`src/rtl/turn_timer_pkg.sv`:
```
// Shared types and constants for the per-turn countdown timer.
package turn_timer_pkg;

  typedef enum logic [1:0] {StIdle, StRun, StPaused, StExpired} state_e;

  localparam int unsigned WARN_SECS = 5;
  localparam int unsigned SECS_W    = 7;

endpackage

```
`src/rtl/tick_prescaler.sv`:
```
// Down-counter producing a one-cycle wrap strobe every TICK_DIV enabled cycles.
module tick_prescaler #(
  parameter int unsigned TICK_DIV = 50000000
) (
  input  logic clock,
  input  logic reset_n,
  input  logic en,
  input  logic reload,
  output logic tick
);

  localparam int unsigned      CntW   = $clog2(TICK_DIV);
  localparam logic [CntW-1:0]  CntTop = CntW'(TICK_DIV - 1);

  logic [CntW-1:0] cnt_q;

  assign tick = en && (cnt_q == '0);

  always_ff @(posedge clock) begin
    if (!reset_n || reload) begin
      cnt_q <= CntTop;
    end else if (en) begin
      cnt_q <= (cnt_q == '0) ? CntTop : cnt_q - CntW'(1);
    end
  end

endmodule

```
`src/rtl/turn_timer.sv`:
```
// Per-turn countdown timer with player rotation and BCD seconds display.
// Optional low-time warning output enabled by defining TURN_TIMER_WARN_EN.
module turn_timer
  import turn_timer_pkg::*;
#(
  parameter int unsigned TICK_DIV    = 50000000,
  parameter int unsigned TURN_SECS   = 15,
  parameter int unsigned NUM_PLAYERS = 2
) (
  input  logic                           clock,
  input  logic                           reset_n,
  input  logic                           start,
  input  logic                           pause,
  input  logic                           turn_done,
  output logic [$clog2(NUM_PLAYERS)-1:0] player,
  output logic [SECS_W-1:0]              secs_left,
  output logic [3:0]                     bcd_tens,
  output logic [3:0]                     bcd_ones,
  output logic                           tick,
  output logic                           timeout,
  output logic                           running,
  output logic                           warn
);

  localparam int unsigned             PlayerW   = $clog2(NUM_PLAYERS);
  localparam logic [SECS_W-1:0]       TurnSecs  = SECS_W'(TURN_SECS);
  localparam logic [PlayerW-1:0]      LastPlayer = PlayerW'(NUM_PLAYERS - 1);

  state_e               state_q;
  logic [SECS_W-1:0]    secs_q;
  logic [PlayerW-1:0]   player_q;
  logic [PlayerW-1:0]   player_next;
  logic                 tick_q;
  logic                 timeout_q;
  logic                 active;
  logic                 move_ack;
  logic                 presc_en;
  logic                 presc_reload;
  logic                 presc_tick;

  assign active      = (state_q == StRun) || (state_q == StPaused);
  assign move_ack    = active && turn_done;
  assign player_next = (player_q == LastPlayer) ? '0 : player_q + PlayerW'(1);

  // start, pause and a move all suppress the prescaler so none of them can race a tick.
  assign presc_en     = (state_q == StRun) && !pause && !turn_done && !start;
  assign presc_reload = start || move_ack || (state_q == StExpired);

  tick_prescaler #(
    .TICK_DIV (TICK_DIV)
  ) u_prescaler (
    .clock   (clock),
    .reset_n (reset_n),
    .en      (presc_en),
    .reload  (presc_reload),
    .tick    (presc_tick)
  );

  always_ff @(posedge clock) begin
    if (!reset_n) begin
      state_q   <= StIdle;
      secs_q    <= TurnSecs;
      player_q  <= '0;
      tick_q    <= 1'b0;
      timeout_q <= 1'b0;
    end else begin
      tick_q    <= 1'b0;
      timeout_q <= 1'b0;
      if (start) begin
        state_q  <= StRun;
        secs_q   <= TurnSecs;
        player_q <= '0;
      end else begin
        unique case (state_q)
          StIdle: begin
            state_q <= StIdle;
          end
          StRun, StPaused: begin
            state_q <= pause ? StPaused : StRun;
            if (turn_done) begin
              player_q <= player_next;
              secs_q   <= TurnSecs;
            end else if (presc_tick) begin
              tick_q <= 1'b1;
              if (secs_q <= SECS_W'(1)) begin
                secs_q    <= '0;
                timeout_q <= 1'b1;
                state_q   <= StExpired;
              end else begin
                secs_q <= secs_q - SECS_W'(1);
              end
            end
          end
          StExpired: begin
            player_q <= player_next;
            secs_q   <= TurnSecs;
            state_q  <= pause ? StPaused : StRun;
          end
        endcase
      end
    end
  end

`ifdef TURN_TIMER_WARN_EN
  logic warn_q;

  always_ff @(posedge clock) begin
    if (!reset_n) begin
      warn_q <= 1'b0;
    end else begin
      warn_q <= active && (secs_q != '0) && (secs_q <= SECS_W'(WARN_SECS));
    end
  end

  assign warn = warn_q;
`else
  assign warn = 1'b0;
`endif

  assign player    = player_q;
  assign secs_left = secs_q;
  assign bcd_tens  = 4'(secs_q / SECS_W'(10));
  assign bcd_ones  = 4'(secs_q % SECS_W'(10));
  assign tick      = tick_q;
  assign timeout   = timeout_q;
  assign running   = (state_q == StRun);

endmodule

```
`config.mk`:
```
export PLATFORM = sky130hd
export DESIGN_NAME = turn_timer
export DESIGN_NICKNAME = d
export VERILOG_FILES = /design/src/rtl/turn_timer_pkg.sv /design/src/rtl/tick_prescaler.sv /design/src/rtl/turn_timer.sv
export SDC_FILE = /design/constraint.sdc
export NUM_CORES = 1
export LEC_CHECK = 0
export BUFFER_PORTS_ARGS = -buffer_cell sky130_fd_sc_hd__buf_2
export CORE_ASPECT_RATIO = 1.75
export CORE_UTILIZATION = 52
export CTS_BUF_LIST = sky130_fd_sc_hd__clkbuf_16
export DETAILED_ROUTE_END_ITERATION = 7
export HOLD_SLACK_MARGIN = 0.05
export PLACE_DENSITY = 0.75
export SYNTH_ARGS = -nofsm -noshare
export SYNTH_HDL_FRONTEND = slang
export SYNTH_SLANG_ARGS = --single-unit
```
`constraint.sdc`:
```
create_clock -name clock -period 2.9 [get_ports clock]
set_input_delay 0.145 -clock clock [delete_from_list [all_inputs] [get_ports clock]]
set_output_delay 0.145 -clock clock [all_outputs]
set_load 0.01 [all_outputs]
```
# == Word-level counts from Yosys, hierarchy flattened ==
# Cells that the tools add are included.
# word_totals
output_inout_bits,20
regBits,38
in_bits,5
word_cells,59
# op_classes
bitwise_logic,3
magnitude_cmp,1
muxes,16
eq_ne,5
n_reduce_logical,22
add_sub_neg,3
div_mod_pow,2
# op_table
op,n
zero test 26 bit,1
two-way mux 26 bit,1
subtractor 26 x 1 -> 26 bit (second input constant),1
two-way mux 7 bit,3
one-hot mux 7 bit (2 select lines),1
two-way mux 2 bit,4
divider 7 x 4 -> 7 bit (second input constant),1
<= comparator 7 x 1 -> 1 bit (second input constant),1
remainder unit 7 x 4 -> 7 bit (second input constant),1
subtractor 7 x 1 -> 7 bit (second input constant),1
one-hot mux 2 bit (3 select lines),1
logical AND 1 bit,5
two-way mux 1 bit,5
OR reduction 5 bit,1
== test 2 bit (second input constant),2
zero test 1 bit,4
logical OR 1 bit,4
AND reduction 2 bit,2
OR reduction 2 bit,2
OR reduction 4 bit,1
!= test 3 bit (second input constant),1
inverter 1 bit,3
== test 2 x 1 -> 1 bit (second input constant),1
zero test 2 bit,1
other kinds (4),4

# == Logic depth before layout (Yosys ltp) ==
# depth
word_depth,9
ltp_mapped,12
depth_no_buf,10

# == Modules after synthesis ==
# From an unflattened synthesis, not the netlist that was laid out.
# hier_totals
cells_unflattened,303
area_unflattened_um2,2513.7
# by_module_without_submodules
mod,seq_area_each_um2,cells_each,area_per_inst_um2,instances
tick_prescaler,520.5,147,1295.0,1
turn_timer,240.2,156,1218.7,1

# == Worst setup path after synthesis ==
# Ideal clock, no wire load.
# synth_timing
kind,reg-to-output
from,reg secs_q[5] (netlist: secs_left[5])
to,out bcd_ones[2]
arrival_time_ns,2.805
stages_incl_launch_ff,9
path_buffers,1
required_ns,2.755
slack_ns,-0.050
path_cell_list,dfxtp_1 > nor2b_1 > o22ai_1 > a221oi_1 > ha_1 > clkbuf_1 > a311oi_1 > nor4_1 > mux2i_1
# synth_between
elab_chain_len,1
# synth_lines
item,line,source
start: declaration,turn_timer.sv:30,logic [SECS_W-1:0] secs_q;
start signal: assignment,turn_timer.sv:62,secs_q <= TurnSecs;
start signal: assignment,turn_timer.sv:71,secs_q <= TurnSecs;
start signal: assignment,turn_timer.sv:82,secs_q <= TurnSecs;
remainder unit 7 x 4 -> 7 bit,turn_timer.sv:123,assign bcd_ones = 4'(secs_q % SECS_W'(10));
end: declaration,turn_timer.sv:18,"output logic [3:0] bcd_ones,"
# Every way passes these cells.

# == Worst setup path in the final report ==
# layout_timing
from,reg state_q[0]
to,reg u_prescaler.cnt_q[21]
# layout_between
elab_chain_len,6
word_cells_on_any_way,11
cone_classes,eq/ne: 3; reduce/logical: 8
# layout_lines
item,line,source
start: declaration,turn_timer.sv:29,state_e state_q;
start signal: assignment,turn_timer.sv:61,state_q <= StIdle;
start signal: assignment,turn_timer.sv:70,state_q <= StRun;
start signal: assignment,turn_timer.sv:76,state_q <= StIdle;
== test 2 x 1 -> 1 bit or == test 2 bit (tied branches),"turn_timer.sv:41, turn_timer.sv:46",
logical OR 1 bit,turn_timer.sv:41,assign active = (state_q == StRun) || (state_q == StPaused);
logical AND 1 bit,turn_timer.sv:42,assign move_ack = active && turn_done;
logical OR 1 bit (2 in a row),turn_timer.sv:47,assign presc_reload = start || move_ack || (state_q == StExpired);
logical OR 1 bit,tick_prescaler.sv:20,if (!reset_n || reload) begin
end signal: assignment,tick_prescaler.sv:21,cnt_q <= CntTop;
end signal: assignment,tick_prescaler.sv:23,cnt_q <= (cnt_q == '0) ? CntTop : cnt_q - CntW'(1);
end: declaration,tick_prescaler.sv:15,logic [CntW-1:0] cnt_q;
# Parallel ways exist; a longest one is shown, timed or not.
# A chain may end at the register's enable or synchronous reset.

==> summary.md <==
| Metric | Value |
|---|---|
| Syn nets | 290 |
| Cell Area, Synth | 0.00221 sq mm |
| Worst-path cell chain | ha_1, or4b_1, buf_4, or4_1, nor3_1, nand2_1, nor4_1, xnor2_1, nand2_1 |
| Largest stage delay, worst path | 460 ps |
| Final Skew | 6.32 ps |
| VDD IR max | 0.370 mV |
| Fin Hold WS | 124 ps |
| Delay-heaviest family, CP | simple AND/OR/NAND/NOR gates |
| Critical path buffers and inverters | 1 |
| Outcome | complete, no violations |
| Post-synth EDFFs | 0 |
| Vias in the first global route | 1915 |
| Endpoints failing setup | 0 |
| Placed insts | 352 |
| Gpl congestion | 0.823 |
| Drt first-iter violations | 31 |
| Fin cells | 360 |
| Top post-synthesis cells by area | dfxtp_1 34%, xnor2_1 7.5%, nor2_1 5.3% |
| Synth area leader | dfxtp_1 |
| Clk sinks | 38 |
| Post-DP HPWL | 3710 um |
| Die Area | 0.00453 sq mm |
| Routed Antenna Nets | 0 |
| Slowest-stage cell, CP | or4b_1 |
| I/O pins | 25 |
| H-Tree Depth | 2 |
| Pin count of the biggest net entering global routing | 19 |
| Pre-CTS setup slack | 156 ps |
| Root Buffer | clkbuf_16 |
| DR pass1 iterations | 4 |
| Die Y | 88.3 um |
| Power density over the cells | 469 mW/mm^2 |
| Clock buffer count from CTS | 5 |
| First-pass GRT wire length | 8400 um |
| Mapped Cells | 276 |
| Via density | 5.64 |
| Slew @ Worst Pin | 1170 ps |
| P_leak | 1.03 nW |
| Mean Syn Cell Area | 8.02 sq um |
| Unique masters post-synth | 46 |
| Startpoint Class | flip-flop |
| Slew HR | 22.0% |
| Max-cap violations | 0 |
| DR WL/cell | 14.3 um |
| CP max FO | 6 |
| Final slew viol count | 0 |
| CTS tree | done |
| Worst skew pair latency | 280 ps |
| Register area share after synthesis | 34.4% |
| Die X | 51.3 um |
| Starting density of the core | 53.9% |
| CTS max path bufs | 2 |
| Post-Route WL | 5140 um |
| Minimum clock period | 2760 ps |
| Fin nets | 324 |
| Worst EP arrival | 2880 ps |
| CTS Hold Buffers Added | 0 |
| All-Layer GR Usage | 24.7% |
| Synth warn | 0 |
| GRT overflow | 0 |
| Post-CTS Setup Repair Bufs | 0 |
| Asr flop ratio synth | 0% |
| Dominant synthesized flop cell | dfxtp_1 |
| IO Port Bufs | 23 |
| Via Count | 2032 |
| Worst-path clk slew | 60 ps |
| Hold Violations, Final | 0 |
| Synth top area share | 34.4% |
| Worst hold path class | in -> reg |
| Fillers | 377 |
| Worst setup margin | 142 ps |
| #FFs+latches synth | 38 |
| Core area | 0.00411 sq mm |
| # DRC | 0 |
| Std cell rows | 31 |
| Fmax | 0.363 GHz |
| Share of layout cells above drive strength 1 | 19.0% |
| Most frequent CP cell | nand2_1 |
| Antenna violations before repair | 0 |
| Post-route cell area | 0.00270 sq mm |
| Setup tns final | 0 ps |
| Setup CP Type | reg -> reg |
| Final period utilization | 95.1% |
| Critical Path RT | 3020 ps |
| Area Overhead vs Synth | 21.9% |
| Ant diodes | 0 |
| Cell Area, Placed | 0.00247 sq mm |
| RSZ-0062 raised after global routing | no |
| Crit. End Element | flip-flop |
## flip-flops by register name, summed over array words and instances (netlist names)
| name | count |
|---|---|
| tick | 1 |
| u_prescaler.cnt_q | 26 |
| player | 1 |
| secs_left | 7 |
| state_q | 2 |
| timeout | 1 |
## report_power, final
part / total (W) / leakage, nW / switching [W] / internal, W
registers: 0.000526 / 0.307 / 0.00000207 / 0.000524
clock network: 0.000698 / 0.0915 / 0.000208 / 0.000490
logic: 0.0000409 / 0.632 / 0.0000269 / 0.0000139
## path summary, 6_finish.rpt
check / startpoint / endpoint / slack [ps] / cells past startpoint
setup / recovery: state_q[0] / u_prescaler.cnt_q[21] / 140 / 9
hold / removal: reset_n / state_q[0] / 120 / 2
setup reg to reg: state_q[0] / u_prescaler.cnt_q[21] / 140 / 9
hold reg to reg: u_prescaler.cnt_q[1] / u_prescaler.cnt_q[1] / 500 / 2
## cell families (layout without fill, tap and decap cells)
group / Yosys count / count (layout) / synth area share (%)
adders and majority gates: 9 / 9 / 5.08
AOI/OAI and AO/OA: 49 / 49 / 15.0
xor gates and xnor gates: 28 / 28 / 11.1
buffers and inverters: 23 / 58 / 4.35
and+or+nand+nor: 127 / 127 / 29.5
DFF: 38 / 38 / 34.4
other: 1 / 1 / 0.169
muxes: 1 / 1 / 0.452
## stage by stage
step                      utilization [%]  total power, W
final                                65.6         0.00127
after global routing                 65.6         0.00130
after CTS                            64.7         0.00127
after detailed placement             60.0        0.000577
after global placement               60.0        0.000576
after floorplan                         -        0.000566
## synthesized netlist by cell type, types with 7 or more instances
| master | n |
|---|---|
| nor3_1 | 13 |
| a21oi_1 | 7 |
| dfxtp_1 | 38 |
| nand2b_1 | 13 |
| or4_1 | 7 |
| xnor2_1 | 19 |
| nor2b_1 | 7 |
| o21ai_0 | 16 |
| nand2_1 | 28 |
| nor2_1 | 31 |
| ha_1 | 9 |
| inv_1 | 10 |
| xor2_1 | 9 |
| clkbuf_1 | 9 |
## repair_timing
item,4_1_cts,5_1_grt
resized for setup,2,8
setup endpoints to repair,3,5
pin swaps,1,1
## layer usage
| layer | track usage [%] | up-vias | wire [um] | share of wire [%] |
|---|---|---|---|---|
| met3 | 4.12 | 8 | 98 | 1.9 |
| met1 | 24.5 | 966 | 2030 | 39 |
| met4 | 9.34 | 0 | 120 | 2.3 |
| li1 | - | 1024 | - | - |
| met2 | 49.2 | 34 | 2900 | 56 |
| met5 | 0 | - | 0 | 0 |
## worst register-to-register path, delay by kind of cell (launching register included)
family	cells	cell delay (ps)
DFF	1	370
xor gates and xnor gates	1	160
adders and majority gates	1	180
and+or+nand+nor	6	1730
buffers and inverters	1	170
## final cells by class
| cell class | instances | area [sq um] | share of cell area, % |
|---|---|---|---|
| Clock buffer | 5 | 125 | 4.64 |
| Clock inverter | 3 | 63.8 | 2.36 |
| Inverter | 10 | 37.5 | 1.39 |
| Multi-Input combinational cell | 215 | 1400 | 51.9 |
| Sequential cell | 38 | 761 | 28.2 |
| Tap cell | 49 | 61.3 | 2.27 |
| Timing Repair Buffer | 40 | 250 | 9.27 |
## cells in the final DEF, fill, tap and decap left out, types with 3 or more instances in the layout
cell type,Yosys,final
nand2b_1,13,12
o21ai_0,16,16
or3_1,5,5
o22ai_1,3,3
buf_2,1,23
dfxtp_1,38,38
nand3_1,6,6
buf_4,2,15
nand2_1,28,28
inv_1,10,10
nor3_1,13,13
a31oi_1,3,3
ha_1,9,8
xnor2_1,19,19
nor2_1,31,31
or4_1,7,7
nor2b_1,7,6
xor2_1,9,9
nor4_1,6,5
a21oi_1,7,7
clkbuf_16,0,5
Note: power is estimated with default switching activity, not from simulation.
